[config.mk]
export PLATFORM = sky130hd
export DESIGN_NAME = zynq_rst_seq
export DESIGN_NICKNAME = d
export VERILOG_FILES = /design/src/rtl/zynq_rst_pkg.sv /design/src/rtl/zynq_rst_seq_slow_tick_det.sv /design/src/rtl/zynq_rst_seq.sv
export SDC_FILE = /design/constraint.sdc
export NUM_CORES = 1
export LEC_CHECK = 0
export CAP_MARGIN = 25
export CORE_ASPECT_RATIO = 1.5
export CORE_MARGIN = 4
export CORE_UTILIZATION = 45
export CTS_CLUSTER_DIAMETER = 200
export DETAILED_ROUTE_END_ITERATION = 6
export HOLD_SLACK_MARGIN = 0.08
export PLACE_DENSITY = 0.79
export REMOVE_ABC_BUFFERS = 1
export SKIP_LAST_GASP = 1
export SYNTH_ARGS = -nofsm -noshare
export SYNTH_HDL_FRONTEND = slang
export SYNTH_SLANG_ARGS = --single-unit
[constraint.sdc]
create_clock -name clk -period 1.8 [get_ports clk]
set_input_delay 0.54 -clock clk [delete_from_list [all_inputs] [get_ports clk]]
set_output_delay 0.54 -clock clk [all_outputs]
set_load 0.01 [all_outputs]
[src/rtl/zynq_rst_pkg.sv]
// Shared definitions for the Zynq reset/power sequencer.
//   seq_state_t      : sequencer FSM states
//   seq_out_t        : registered output levels driven by each state
//   CAUSE_*          : bit positions inside rst_cause
//   DEF_*_TICKS      : default hold times in slow (10 Hz) ticks
//   decode_outputs() : Moore decode of a state into its output levels
package zynq_rst_pkg;

  typedef enum logic [1:0] {
    ST_IDLE      = 2'd0,
    ST_PWR_OFF   = 2'd1,
    ST_POR_HOLD  = 2'd2,
    ST_SRST_HOLD = 2'd3
  } seq_state_t;

  typedef struct packed {
    logic rail;
    logic por_n;
    logic srst_n;
    logic busy;
  } seq_out_t;

  localparam int CAUSE_WDOG_PC = 0;  // power cycle requested by a watchdog timeout
  localparam int CAUSE_WARM    = 1;  // warm reset
  localparam int CAUSE_EXT_PC  = 2;  // power cycle not caused by a timeout

  localparam int DEF_OFF_TICKS  = 20;
  localparam int DEF_POR_TICKS  = 5;
  localparam int DEF_SRST_TICKS = 2;

  localparam int CNT_W = 8;

  function automatic seq_out_t decode_outputs(input seq_state_t s);
    seq_out_t o;
    case (s)
      ST_IDLE:      o = '{rail: 1'b1, por_n: 1'b1, srst_n: 1'b1, busy: 1'b0};
      ST_PWR_OFF:   o = '{rail: 1'b0, por_n: 1'b0, srst_n: 1'b0, busy: 1'b1};
      ST_POR_HOLD:  o = '{rail: 1'b1, por_n: 1'b0, srst_n: 1'b0, busy: 1'b1};
      default:      o = '{rail: 1'b1, por_n: 1'b1, srst_n: 1'b0, busy: 1'b1};
    endcase
    return o;
  endfunction

endpackage

[src/rtl/zynq_rst_seq_slow_tick_det.sv]
// slow_tick_det: brings the free-running slow square wave into the clk domain
// and turns each of its rising edges into a single-cycle tick.
//   clk, rst : system clock, synchronous active-high reset
//   slow_in  : asynchronous slow square wave
//   tick     : one-cycle pulse, high 3 clk edges after slow_in rises
module slow_tick_det (
  input  logic clk,
  input  logic rst,
  input  logic slow_in,
  output logic tick
);

  logic sync_p0, sync_p1, prev_p2;

  // Two-flop synchronizer, history flop, registered edge pulse
  always_ff @(posedge clk) begin
    if (rst) begin
      sync_p0 <= 1'b0;
      sync_p1 <= 1'b0;
      prev_p2 <= 1'b0;
      tick    <= 1'b0;
    end else begin
      sync_p0 <= slow_in;
      sync_p1 <= sync_p0;
      prev_p2 <= sync_p1;
      tick    <= sync_p1 & ~prev_p2;
    end
  end

endmodule

[src/rtl/zynq_rst_seq.sv]
// zynq_rst_seq: sequences the Zynq core rail, PS POR and PS SRST in response
// to watchdog requests, timing each phase in 10 Hz ticks.
//   clk, rst             : system clock, synchronous active-high reset
//   clk_10hz_fp          : asynchronous slow square wave (tick source)
//   zynq_power_cycle_en  : level request for a full power cycle (edge-triggered)
//   warm_reset_out       : level request for a warm reset (edge-triggered)
//   zynq_wdog_timeout    : current request originates from a watchdog timeout
//   cause_clr            : pulse clearing rst_cause
//   pwr_rail_en          : core rail enable (1 = on)
//   zynq_por_n           : PS power-on reset, active-low
//   zynq_srst_n          : PS system reset, active-low
//   seq_busy             : high whenever the sequencer is not idle
//   rst_cause            : sticky cause bits {ext pc, warm, wdog pc}
//   boot_cnt             : completed sequences, saturating at 255
// Optional feature macro: ZYNQ_RST_SEQ_CAUSE_EN builds the rst_cause register;
// without it rst_cause reads 0 and cause_clr is ignored.
module zynq_rst_seq
  import zynq_rst_pkg::*;
#(
  parameter int OFF_TICKS  = DEF_OFF_TICKS,
  parameter int POR_TICKS  = DEF_POR_TICKS,
  parameter int SRST_TICKS = DEF_SRST_TICKS
) (
  input  logic       clk,
  input  logic       rst,
  input  logic       clk_10hz_fp,
  input  logic       zynq_power_cycle_en,
  input  logic       warm_reset_out,
  input  logic       zynq_wdog_timeout,
  input  logic       cause_clr,
  output logic       pwr_rail_en,
  output logic       zynq_por_n,
  output logic       zynq_srst_n,
  output logic       seq_busy,
  output logic [2:0] rst_cause,
  output logic [7:0] boot_cnt
);

  localparam logic [CNT_W-1:0] OFF_LD  = CNT_W'(OFF_TICKS);
  localparam logic [CNT_W-1:0] POR_LD  = CNT_W'(POR_TICKS);
  localparam logic [CNT_W-1:0] SRST_LD = CNT_W'(SRST_TICKS);

  function automatic logic [7:0] sat_inc(input logic [7:0] v);
    return (v == 8'hFF) ? v : v + 8'd1;
  endfunction

  seq_state_t       state;
  logic [CNT_W-1:0] cnt;
  logic             tick;
  logic             pc_q, wr_q;
  logic             pc_edge, wr_edge;
  logic             go_off, go_warm;

  slow_tick_det u_tick (
    .clk     (clk),
    .rst     (rst),
    .slow_in (clk_10hz_fp),
    .tick    (tick)
  );

  always_ff @(posedge clk) begin
    if (rst) begin
      pc_q <= 1'b0;
      wr_q <= 1'b0;
    end else begin
      pc_q <= zynq_power_cycle_en;
      wr_q <= warm_reset_out;
    end
  end

  assign pc_edge = zynq_power_cycle_en & ~pc_q;
  assign wr_edge = warm_reset_out & ~wr_q;

  // Power cycle beats a simultaneous warm request and may preempt a warm reset
  assign go_off  = pc_edge && (state == ST_IDLE || state == ST_SRST_HOLD);
  assign go_warm = wr_edge && !pc_edge && (state == ST_IDLE);

  always_ff @(posedge clk) begin
    if (rst) begin
      state    <= ST_POR_HOLD;
      cnt      <= POR_LD;
      {pwr_rail_en, zynq_por_n, zynq_srst_n, seq_busy} <= decode_outputs(ST_POR_HOLD);
      boot_cnt <= 8'd0;
    end else if (go_off) begin
      state <= ST_PWR_OFF;
      cnt   <= OFF_LD;
      {pwr_rail_en, zynq_por_n, zynq_srst_n, seq_busy} <= decode_outputs(ST_PWR_OFF);
    end else if (go_warm) begin
      state <= ST_SRST_HOLD;
      cnt   <= SRST_LD;
      {pwr_rail_en, zynq_por_n, zynq_srst_n, seq_busy} <= decode_outputs(ST_SRST_HOLD);
    end else if (tick && state != ST_IDLE) begin
      // Counter reaches its last tick: leave the timed state
      if (cnt <= CNT_W'(1)) begin
        if (state == ST_PWR_OFF) begin
          state <= ST_POR_HOLD;
          cnt   <= POR_LD;
          {pwr_rail_en, zynq_por_n, zynq_srst_n, seq_busy} <= decode_outputs(ST_POR_HOLD);
        end else begin
          state    <= ST_IDLE;
          boot_cnt <= sat_inc(boot_cnt);
          {pwr_rail_en, zynq_por_n, zynq_srst_n, seq_busy} <= decode_outputs(ST_IDLE);
        end
      end else begin
        cnt <= cnt - CNT_W'(1);
      end
    end
  end

`ifdef ZYNQ_RST_SEQ_CAUSE_EN
  logic [2:0] cause_r, cause_set;

  always_comb begin
    cause_set = '0;
    if (go_off) begin
      if (zynq_wdog_timeout) cause_set[CAUSE_WDOG_PC] = 1'b1;
      else                   cause_set[CAUSE_EXT_PC]  = 1'b1;
    end
    if (go_warm) cause_set[CAUSE_WARM] = 1'b1;
  end

  // A set in the same cycle as a clear survives the clear
  always_ff @(posedge clk) begin
    if (rst) cause_r <= '0;
    else     cause_r <= (cause_clr ? 3'b000 : cause_r) | cause_set;
  end

  assign rst_cause = cause_r;
`else
  logic unused_cause_inputs;
  assign unused_cause_inputs = cause_clr ^ zynq_wdog_timeout;
  assign rst_cause = 3'b000;
`endif

endmodule

==> impl_metrics.csv <==
group,metric,value,unit
outcome,status,"finished with violations",
outcome,violations,"setup timing",
critical_path,cp_max_fo,6,
sta,period_needed,1950,ps
global_route,grt_usage,21.1,%
sta,worst_hold_slack,388,ps
pwr,peakVddDrop,0.683,mV
cells_and_area,register_area,582,µm²
synthesis,synth_cell_types,46,
flow_run,drv_cap,0,
placed_design,dp_slack,-553,ps
critical_path,cp_data_arrival_time,2160,ps
global_route,first_global_vias,1455,
routing,drt_iter0_markers,81,
placed_design,gp_congestion,0.934,
cells_and_area,finalNonFillerCells,255,
sta,post-route-period-util,109,%
synthesis,ys_seq_area_share,39.5,%
pwr,switching_share,25.4,%
routing,post-route-drc-count,0,
clock_network,path_clk_slew,100,ps
clock_network,clk_latency,290,ps
synthesis,synth_edf_count,0,
die,die_y,76.8,µm
routing,ant_nets,0,
hold_path,hold_path_class,"reg -> reg",
routing,drt_wl_total,4720,µm
critical_path,crit_path_end_kind,"register",
synthesis,synth.area.top_cells,"dfxtp_1 (39%), ha_1 (5.3%), nor2b_1 (4.4%)",
synthesis,synth_top_area_share,39.5,%
synthesis,async_flop_share,0,%
critical_path,path_buf_inv,2,
critical_path,startpoint_type,"register",
clock_network,clock_sinks,28,
routing,routed_wire_length_per_instance,18.5,µm
global_route,antenna_found_initial,0,
cells_and_area,drive_above_1_share,44.0,%
clock_network,tritoncts,"built",
pwr,pwr-share-seq,45.2,%
synthesis,synth_top_flop_cell,"dfxtp_1",
clock_network,cts-buffers-inserted,3,
routing,vias,1531,
sta,final-setup-viol-count,7,
placed_design,portBuffers,16,
pwr,p_per_area,660,mW/mm²
sta,tns,-482,ps
critical_path,cp_slowest_cell,"or4b_2",
cells_and_area,diodes,0,
routing,via_per_inst,6.00,
die,core,0.00297,mm²
synthesis,syn_inst,160,
cells_and_area,fill_cells,194,
sta,finalWorstSetupSlack,-155,ps
global_route,grt_overflow,0,
pwr,power.internal,0.00108,W
critical_path,required,2000,ps
pwr,pwr-share-clk,34.6,%
die,initial_core_util,47.8,%
cells_and_area,num-nets-final,230,
critical_path,path_delay_family,"simple AND/OR/NAND/NOR gates",
synthesis,synth_common_cells,"dfxtp_1 (28), nand2_1 (12), nor2_1 (11)",
critical_path,path_cells,"inv_2, ha_4, nor2b_1, buf_4, nand3_1, or4b_2, a21oi_1",
pwr,comb_power_share,20.2,%
die,die_area,0.00414,mm²
routing,drt_pass1_iterations,4,
clock_network,cts_root_buf,"clkbuf_8",
synthesis,yosys.area.top_type,"dfxtp_1",
cells_and_area,area_delta_synth_final,54.8,%
sta,rsz0062_at_grt,"true",
synthesis,ys_seq_elements,28,
sta,report.final.slew_viol_count,0,
pwr,power_switching,0.000368,W
die,std_cell_rows,24,
synthesis,synth-warning-count,0,
synthesis,synth_area_per_cell,8.88,µm²
pwr,p_leak,0.863,nW
global_route,grt_max_degree,18,
synthesis,synth.most_common_cell,"dfxtp_1",
sta,hold_viol,0,
die,die_w,53.9,µm
critical_path,slowest_delay,630,ps
sta,clock_skew,15.2,ps
cells_and_area,multi_input_area,995,µm²
placed_design,dp_hpwl,3040,µm
global_route,grt_pass1_wl,6580,µm
die,io_pins,22,
synthesis,syn_area,0.00142,mm²
sta,fmax,512,MHz
clock_network,cts.path.max_buffers,2,
placed_design,placed_cells,244,
clock_network,htree_num_levels,1,
critical_path,crit_type,"reg -> reg",
cell usage in the layout (no fill, tap or decap), types with 2 or more instances in the layout:
master           Yosys  layout
nor2b_1             10      10
nor2_2               0       2
nor2_1              11       8
conb_1               1       3
o31ai_2              0       2
buf_4                3      41
a21oi_1              7       4
or4_4                1       3
dfxtp_2              0      11
a311oi_1             2       2
ha_4                 0       4
dfxtp_1             28      15
inv_2                0       3
dfxtp_4              0       2
o31ai_1              6       4
nand3_1              5       5
nand2b_1             5       3
clkdlybuf4s50_1      0      14
mux2i_1              2       2
a31oi_1              3       3
nand2_1             12      12
nor3_2               0       2
o21ai_0              3       3
clkbuf_8             0       3
ha_1                 6       2
nand2b_4             0       2
or4_1                5       4
xor2_1               2       2
o21bai_1             3       2
nor3_1               6       4
a21oi_2              0       3
nand4_1              2       2
or3_1                3       2
power by group through the flow:
| stage | clock network (W) | logic [W] | registers, W |
|---|---|---|---|
| 2_1_floorplan | 0 | 0.0000841 | 0.000665 |
| 3_3_place_gp | 0 | 0.000195 | 0.000663 |
| 3_5_place_dp | 0 | 0.000204 | 0.000665 |
| 4_1_cts | 0.000505 | 0.000233 | 0.000654 |
| 5_1_grt | 0.000530 | 0.000307 | 0.000657 |
| 6_report | 0.000502 | 0.000293 | 0.000655 |
per-stage QoR:
step           total power, W  area, µm²  util, %
6_report              0.00145       2200     73.9
5_1_grt               0.00149       2200     73.9
4_1_cts               0.00139       2030     68.4
3_5_place_dp         0.000868       1850     62.4
3_3_place_gp         0.000858       1850     62.4
2_1_floorplan        0.000749       1380        -
repair_timing:
| action | 4_1_cts | 5_1_grt |
|---|---|---|
| pin swaps | 11 | 9 |
| gates resized for setup | 28 | 30 |
| gates cloned | 0 | 1 |
| buffers inserted | 2 | 5 |
| hold buffers | 0 | 0 |
| setup endpoints to repair | 22 | 21 |
path summary, 6_finish.rpt:
check | from | to | slack, ps | cells past startpoint
max | state[0] | cnt[6] | -150 | 7
min | u_tick.prev_p2 | u_tick.tick | 390 | 1
max reg2reg | state[0] | cnt[6] | -150 | 7
min reg2reg | u_tick.prev_p2 | u_tick.tick | 390 | 1
layer usage:
layer	share of wire, %	up-vias	wire (µm)	global-route usage (%)
li1	-	701	-	-
met1	36	744	1710	22.7
met2	54	69	2540	38.1
met3	5.9	17	279	3.10
met4	4.0	0	187	8.95
met5	0	-	0	0
area by class of cell:
cell class              instances  area share (%)
flip-flops and latches         28            26.5
clock inverters                 1            1.37
repair buffers                 58            21.9
inverters                       5           0.968
clock buffers                   3            1.88
well taps                      39            2.22
multi-input cells             121            45.2
state kept, by name (all words and copies together), names as in the netlist:
name and cells:
wr_q 1, pc_q 1, u_tick.sync_p1 1, u_tick.sync_p0 1, zynq_srst_n 1, u_tick.tick 1, cnt 8, state 2
u_tick.prev_p2 1, seq_busy 1, boot_cnt 8, zynq_por_n 1, pwr_rail_en 1
kinds of logic after synthesis:
group	share of synthesized area, %
and+or+nand+nor	29.3
AOI/OAI and AO/OA	17.3
muxes	2.20
buffers and inverters	5.02
other	0.264
DFF	39.5
xor gates and xnor gates	1.23
adders and majority gates	5.29
(Power assumes the default switching activity.)
